<file path="config.mk">
export PLATFORM = sky130hd
export DESIGN_NAME = duc_iq_receive
export DESIGN_NICKNAME = d
export VERILOG_FILES = /design/src/rtl/duc_iq_receive.sv
export SDC_FILE = /design/constraint.sdc
export NUM_CORES = 1
export LEC_CHECK = 0
export ABC_AREA = 1
export CAP_MARGIN = 10
export CORE_MARGIN = 2
export CORE_UTILIZATION = 51
export CTS_BUF_LIST = sky130_fd_sc_hd__clkbuf_4
export CTS_CLUSTER_DIAMETER = 150
export DETAILED_ROUTE_END_ITERATION = 12
export PLACE_DENSITY = 0.89
export SETUP_SLACK_MARGIN = 0.4
export SLEW_MARGIN = 20
export SYNTH_ARGS = -nofsm -noshare
export SYNTH_HDL_FRONTEND = slang
export SYNTH_SLANG_ARGS = --single-unit
</file>
<file path="constraint.sdc">
create_clock -name rx_clock -period 1.8 [get_ports rx_clock]
set_input_delay 0.36 -clock rx_clock [delete_from_list [all_inputs] [get_ports rx_clock]]
set_output_delay 0.36 -clock rx_clock [all_outputs]
set_load 0.005 [all_outputs]
</file>
<file path="src/rtl/duc_iq_receive.sv">
// duc_iq_receive
// Receive-side parser for DUC (Tx) I/Q datagrams arriving on a UDP port. It strips
// the 4-byte big-endian sequence number and checks that the numbers are continuous.
// It packs each 6-byte I/Q sample into one 48-bit word for the Tx sample FIFO.
// Sequence errors, short datagrams and FIFO overflows are counted for the status path.
//
// Ports
//   rx_clock        in   1   receive clock, rising edge
//   reset           in   1   synchronous, active-high
//   run             in   1   radio running; low discards everything and forces a resync
//   udp_rx_active   in   1   high for each valid payload byte, contiguous per datagram
//   udp_rx_data     in   8   payload byte
//   to_port         in   16  destination port of the current datagram
//   fifo_full       in   1   Tx sample FIFO full
//   fifo_wrreq      out  1   one-cycle FIFO write strobe
//   fifo_wdata      out  48  {I[23:0], Q[23:0]}, MSB first as received
//   seq_error       out  1   one-cycle pulse on a sequence discontinuity
//   seq_err_count   out  16  saturating count of sequence discontinuities
//   overflow_count  out  16  saturating count of samples dropped on fifo_full
//   short_count     out  16  saturating count of truncated datagrams
//   last_seq        out  32  sequence number of the most recent accepted datagram

module duc_iq_receive #(
  parameter logic [15:0] PORT    = 16'd1029,
  parameter int unsigned SAMPLES = 240
) (
  input  logic        rx_clock,
  input  logic        reset,
  input  logic        run,
  input  logic        udp_rx_active,
  input  logic [7:0]  udp_rx_data,
  input  logic [15:0] to_port,
  input  logic        fifo_full,
  output logic        fifo_wrreq,
  output logic [47:0] fifo_wdata,
  output logic        seq_error,
  output logic [15:0] seq_err_count,
  output logic [15:0] overflow_count,
  output logic [15:0] short_count,
  output logic [31:0] last_seq
);

  localparam int unsigned SCW     = $clog2(SAMPLES);
  localparam logic [15:0] CNT_MAX = 16'hFFFF;

  typedef enum logic [1:0] {
    IDLE    = 2'd0,
    SEQ     = 2'd1,
    IQ      = 2'd2,
    DISCARD = 2'd3
  } state_t;

  state_t state;
  state_t state_nx;

  logic [1:0]     byte_no;      // sequence byte index within SEQ
  logic [2:0]     byte_idx;     // byte index within the current I/Q sample
  logic [SCW-1:0] sample_cnt;   // samples completed in this datagram
  logic [23:0]    seq_hi;       // first three sequence bytes, shifted in MSB first
  logic [39:0]    asm_q;        // first five bytes of the sample being assembled
  logic [31:0]    expected_seq;
  logic           seq_valid;

  logic        seq_start_c;
  logic        seq_byte_c;
  logic        seq_done_c;
  logic [31:0] seq_full_c;
  logic        seq_bad_c;
  logic        iq_byte_c;
  logic        sample_done_c;
  logic        last_sample_c;
  logic        write_c;
  logic        drop_c;
  logic        short_c;

  // State register
  always_ff @(posedge rx_clock) begin
    if (reset) begin
      state <= IDLE;
    end else begin
      state <= state_nx;
    end
  end

  // Next-state logic; run low overrides everything
  always_comb begin
    state_nx = state;
    if (!run) begin
      state_nx = IDLE;
    end else begin
      case (state)
        IDLE: begin
          if (udp_rx_active) begin
            state_nx = (to_port == PORT) ? SEQ : DISCARD;
          end
        end
        SEQ: begin
          if (!udp_rx_active) begin
            state_nx = IDLE;
          end else if (byte_no == 2'd3) begin
            state_nx = IQ;
          end
        end
        IQ: begin
          if (!udp_rx_active) begin
            state_nx = IDLE;
          end else if (last_sample_c) begin
            state_nx = DISCARD;
          end
        end
        DISCARD: begin
          if (!udp_rx_active) begin
            state_nx = IDLE;
          end
        end
        default: state_nx = IDLE;
      endcase
    end
  end

  // Per-cycle decode of datapath events
  always_comb begin
    seq_start_c   = (state == IDLE) && run && udp_rx_active && (to_port == PORT);
    seq_byte_c    = (state == SEQ) && run && udp_rx_active;
    seq_done_c    = seq_byte_c && (byte_no == 2'd3);
    seq_full_c    = {seq_hi, udp_rx_data};
    seq_bad_c     = seq_done_c && seq_valid && (seq_full_c != expected_seq);
    iq_byte_c     = (state == IQ) && run && udp_rx_active;
    sample_done_c = iq_byte_c && (byte_idx == 3'd5);
    last_sample_c = sample_done_c && (sample_cnt == SCW'(SAMPLES - 1));
    write_c       = sample_done_c && !fifo_full;
    drop_c        = sample_done_c && fifo_full;
    short_c       = run && !udp_rx_active && ((state == SEQ) || (state == IQ));
  end

  // Parsing counters and assembly registers
  always_ff @(posedge rx_clock) begin
    if (reset) begin
      byte_no    <= '0;
      byte_idx   <= '0;
      sample_cnt <= '0;
      seq_hi     <= '0;
      asm_q      <= '0;
    end else begin
      if (seq_start_c) begin
        seq_hi  <= {16'h0000, udp_rx_data};
        byte_no <= 2'd1;
      end else if (seq_byte_c) begin
        seq_hi  <= {seq_hi[15:0], udp_rx_data};
        byte_no <= byte_no + 2'd1;
      end

      if (seq_done_c) begin
        byte_idx   <= '0;
        sample_cnt <= '0;
      end else if (iq_byte_c) begin
        asm_q    <= {asm_q[31:0], udp_rx_data};
        byte_idx <= (byte_idx == 3'd5) ? 3'd0 : byte_idx + 3'd1;
        if (sample_done_c) begin
          sample_cnt <= sample_cnt + SCW'(1);
        end
      end
    end
  end

  // Sequence tracking; run low drops sync so the next datagram is taken as fresh
  always_ff @(posedge rx_clock) begin
    if (reset) begin
      seq_valid     <= 1'b0;
      expected_seq  <= '0;
      last_seq      <= '0;
      seq_error     <= 1'b0;
      seq_err_count <= '0;
    end else begin
      seq_error <= seq_bad_c;
      if (seq_bad_c && (seq_err_count != CNT_MAX)) begin
        seq_err_count <= seq_err_count + 16'd1;
      end
      if (!run) begin
        seq_valid <= 1'b0;
      end else if (seq_done_c) begin
        seq_valid    <= 1'b1;
        last_seq     <= seq_full_c;
        expected_seq <= seq_full_c + 32'd1;
      end
    end
  end

  // FIFO write port and drop/short statistics
  always_ff @(posedge rx_clock) begin
    if (reset) begin
      fifo_wrreq     <= 1'b0;
      fifo_wdata     <= '0;
      overflow_count <= '0;
      short_count    <= '0;
    end else begin
      fifo_wrreq <= write_c;
      if (write_c) begin
        fifo_wdata <= {asm_q, udp_rx_data};
      end
      if (drop_c && (overflow_count != CNT_MAX)) begin
        overflow_count <= overflow_count + 16'd1;
      end
      if (short_c && (short_count != CNT_MAX)) begin
        short_count <= short_count + 16'd1;
      end
    end
  end

endmodule

</file>
==> results.cfg <==
[sta]
clock_skew_ns = 0.0837
max_freq_ghz = 0.471
worstMarginPinSlew_ns = 0.720
setup_viol = 118
fin_crit_sh = 1.18
slew_headroom = 0.520
drv_slew = 0
fin_crit_ns = 2.12
timing.final.ws_setup_ns = -0.322
finalHoldViolCount = 0
rsz0062_at_grt = yes
setup_tns_ns = -10.54

[detailed_routing]
drt_iter0_drc = 1672
drt-pass1-iter-count = 8
vias_per_cell = 6.00
drc = 0
vias = 13600
ant_nets = 0
drt-total-wl_mm = 46.4
wl_per_cell_microns = 20.5

[synthesis]
syn_avg_cell_area_sq_um = 6.97
ys_top_cells_by_count = nand2_1, nor2_1, dfxtp_1
yosysWarnings = 0
synth_most_common_cell = nand2_1
ys_seq_area_frac = 0.448
syn-num-nets = 1589
ys_seq_elements = 242
synth_top_area_frac = 0.448
yosys.area.top_type = dfxtp_1
synth.area.top_cells = dfxtp_1, nand2_1, nor2_1
synthFlopType = dfxtp_1
synth_cells = 1549
synth.distinct_cells = 44
synth_edf_count = 0
syn_area_sq_um = 10800
synthArstFlopShare = 0

[place]
post-place-ws_ns = -0.504
io_buffers = 158
postPlaceCellArea_sq_um = 13900
gp_congestion = 1.01
dp_hpwl_mm = 22.1

[cts]
numCtsBuffers = 66
root_buffer = clkbuf_4
clock_path_buffers = 3
tritoncts = built
clk_pin_slew_ns = 0.08
cts_sinks = 242
clkLatencyLatePin_ns = 0.74
hold_buffers = 0
ctsHtreeMaxLevel = 3

[grt]
antenna_found_initial = 1
top_usage_layer = met2
grt_pass1_wl_mm = 55.8
use_met1 = 0.350
use_met2 = 0.527
grt_pass1_vias = 11900
grt_use_total = 0.307
grt_overflow_total = 0
grt_start_max_net_pins = 111
use_met3 = 0.0668

[cells_and_area]
nNetsFinal = 1990
final_layout_size_suffix_gt1_frac = 0.432
fin_area_sq_um = 16600
area_delta_synth_final_pct = 53.9

[worst_hold_path]
holdPathEnd = fifo_wdata[0]
min-delay-start = udp_rx_data[0]
hp-class = input pin to register
hold_depth = 4

[critical_path]
arrival_ns = 2.72
max_stage_delay_ns = 0.59
start_kind = register
path_buf_inv = 3
cp-startpoint = state[1]
critical_path.top_delay_family = compound AO/OA/AOI/OAI gates
crit_type = register to register
r2r_slack_ns = -0.32
path_cells = inv_4 > buf_4 > ha_1 > inv_2 > nor2_1 > a221oi_1 > nand2_2 > nand2_1 > nand2_1 > nor2_1
reg2reg_from = state[1]
r2r_end = state[1]
required_ns = 2.40
cp_max_fo = 3
critPathCaptureType = register
crit_slowest_cell = a221oi_1
reg2regPathDepth = 10

[die]
io_pins = 159
num_rows = 53
coreArea_sq_um = 20900
die_w_microns = 150
die_area_sq_um = 22400
die-height_microns = 150
start_util = 0.517

[outcome]
status = finished with violations
violations = setup timing

[power_and_ir_drop]
p_per_area_nw_per_um2 = 686
p_leak_uw = 0.00757
total_power_uw = 11400
worst_ir_drop_vdd_mv = 0.503

[run]
drv_cap = 0
[power by group]
group / switching [uW] / leakage [uW] / internal, uW
clock: 2620 / 0.000483 / 2620
sequential: 53.7 / 0.00202 / 5380
combinational: 448 / 0.00506 / 289
[routing by layer]
| metal | share of wire | up-vias |
|---|---|---|
| met3 | 0.11 | 467 |
| met1 | 0.33 | 6150 |
| li1 | - | 5820 |
| met2 | 0.46 | 1181 |
| met4 | 0.091 | 0 |
| met5 | 0 | - |
[worst max path at each step]
stage                               to  slack [ns]  cells past startpoint
floorplan           overflow_count[15]        0.02                     12
global placement     seq_err_count[14]       -0.44                     15
detailed placement    seq_err_count[0]       -0.50                     14
CTS                     fifo_wdata[37]        0.03                     12
global route                  state[1]       -0.35                     10
finish                        state[1]       -0.32                     10
[logic make-up (layout without fill, tap and decap cells)]
| group | Yosys count | in the layout | share of synthesized area |
|---|---|---|---|
| AND/OR/NAND/NOR | 750 | 753 | 0.288 |
| AO/OA/AOI/OAI | 279 | 279 | 0.135 |
| flip-flops | 242 | 242 | 0.448 |
| buffers and inverters | 229 | 668 | 0.0850 |
| XOR/XNOR | 38 | 38 | 0.0308 |
| adder cells (fa/ha/maj) | 11 | 11 | 0.0127 |
| other | 0 | 3 | 0 |
[area by class of cell]
type	instances	area (sq um)
fillers	1150	4260
flip-flops and latches	242	5040
clock buffers	90	676
diodes	3	7.51
multi-input cells	1081	6140
repair buffers	404	3650
well taps	275	344
inverters	155	624
clock inverters	19	150
[timing repair]
| action | in CTS | in global routing |
|---|---|---|
| setup endpoints to repair | 370 | 371 |
| cloned | 2 | 11 |
| setup buffers | 58 | 31 |
| resized for setup | 724 | 328 |
| pin swaps | 6 | 42 |
[per-stage QoR]
step                std cells  hold WS [ns]   util
finish                   2269         0.175  0.796
global route             2267         0.138  0.796
CTS                      2224         0.452  0.723
detailed placement       2055         0.445  0.665
global placement         2055         0.432  0.665
floorplan                1549         0.440      -
[cells in the final DEF, fill, tap and decap left out, drive strengths merged, types with 23 or more instances in the layout]
cell           instances
a21oi                 92
clkdlybuf4s50         23
inv                  153
buf                  363
nand3                 72
nand4                 24
nand2                316
xnor2                 23
nor3                  31
o21ai                165
clkbuf               100
dfxtp                242
nor2                 296
[worst register-to-register path, delay by kind of cell, from the launching register on]
family | cells | cell delay (ns)
AOI/OAI and AO/OA | 1 | 0.59
adders and majority gates | 1 | 0.21
buffers and inverters | 3 | 0.31
DFF | 1 | 0.38
and+or+nand+nor | 5 | 0.54
[registers in the layout, indices dropped and copies added (netlist names)]
name	flops
asm_q	40
byte_idx	3
byte_no	2
expected_seq	32
fifo_wdata	48
fifo_wrreq	1
last_seq	32
overflow_count	16
sample_cnt	8
seq_err_count	16
seq_error	1
seq_hi	24
seq_valid	1
short_count	16
state	2
Note: power is estimated with default switching activity, not from simulation.
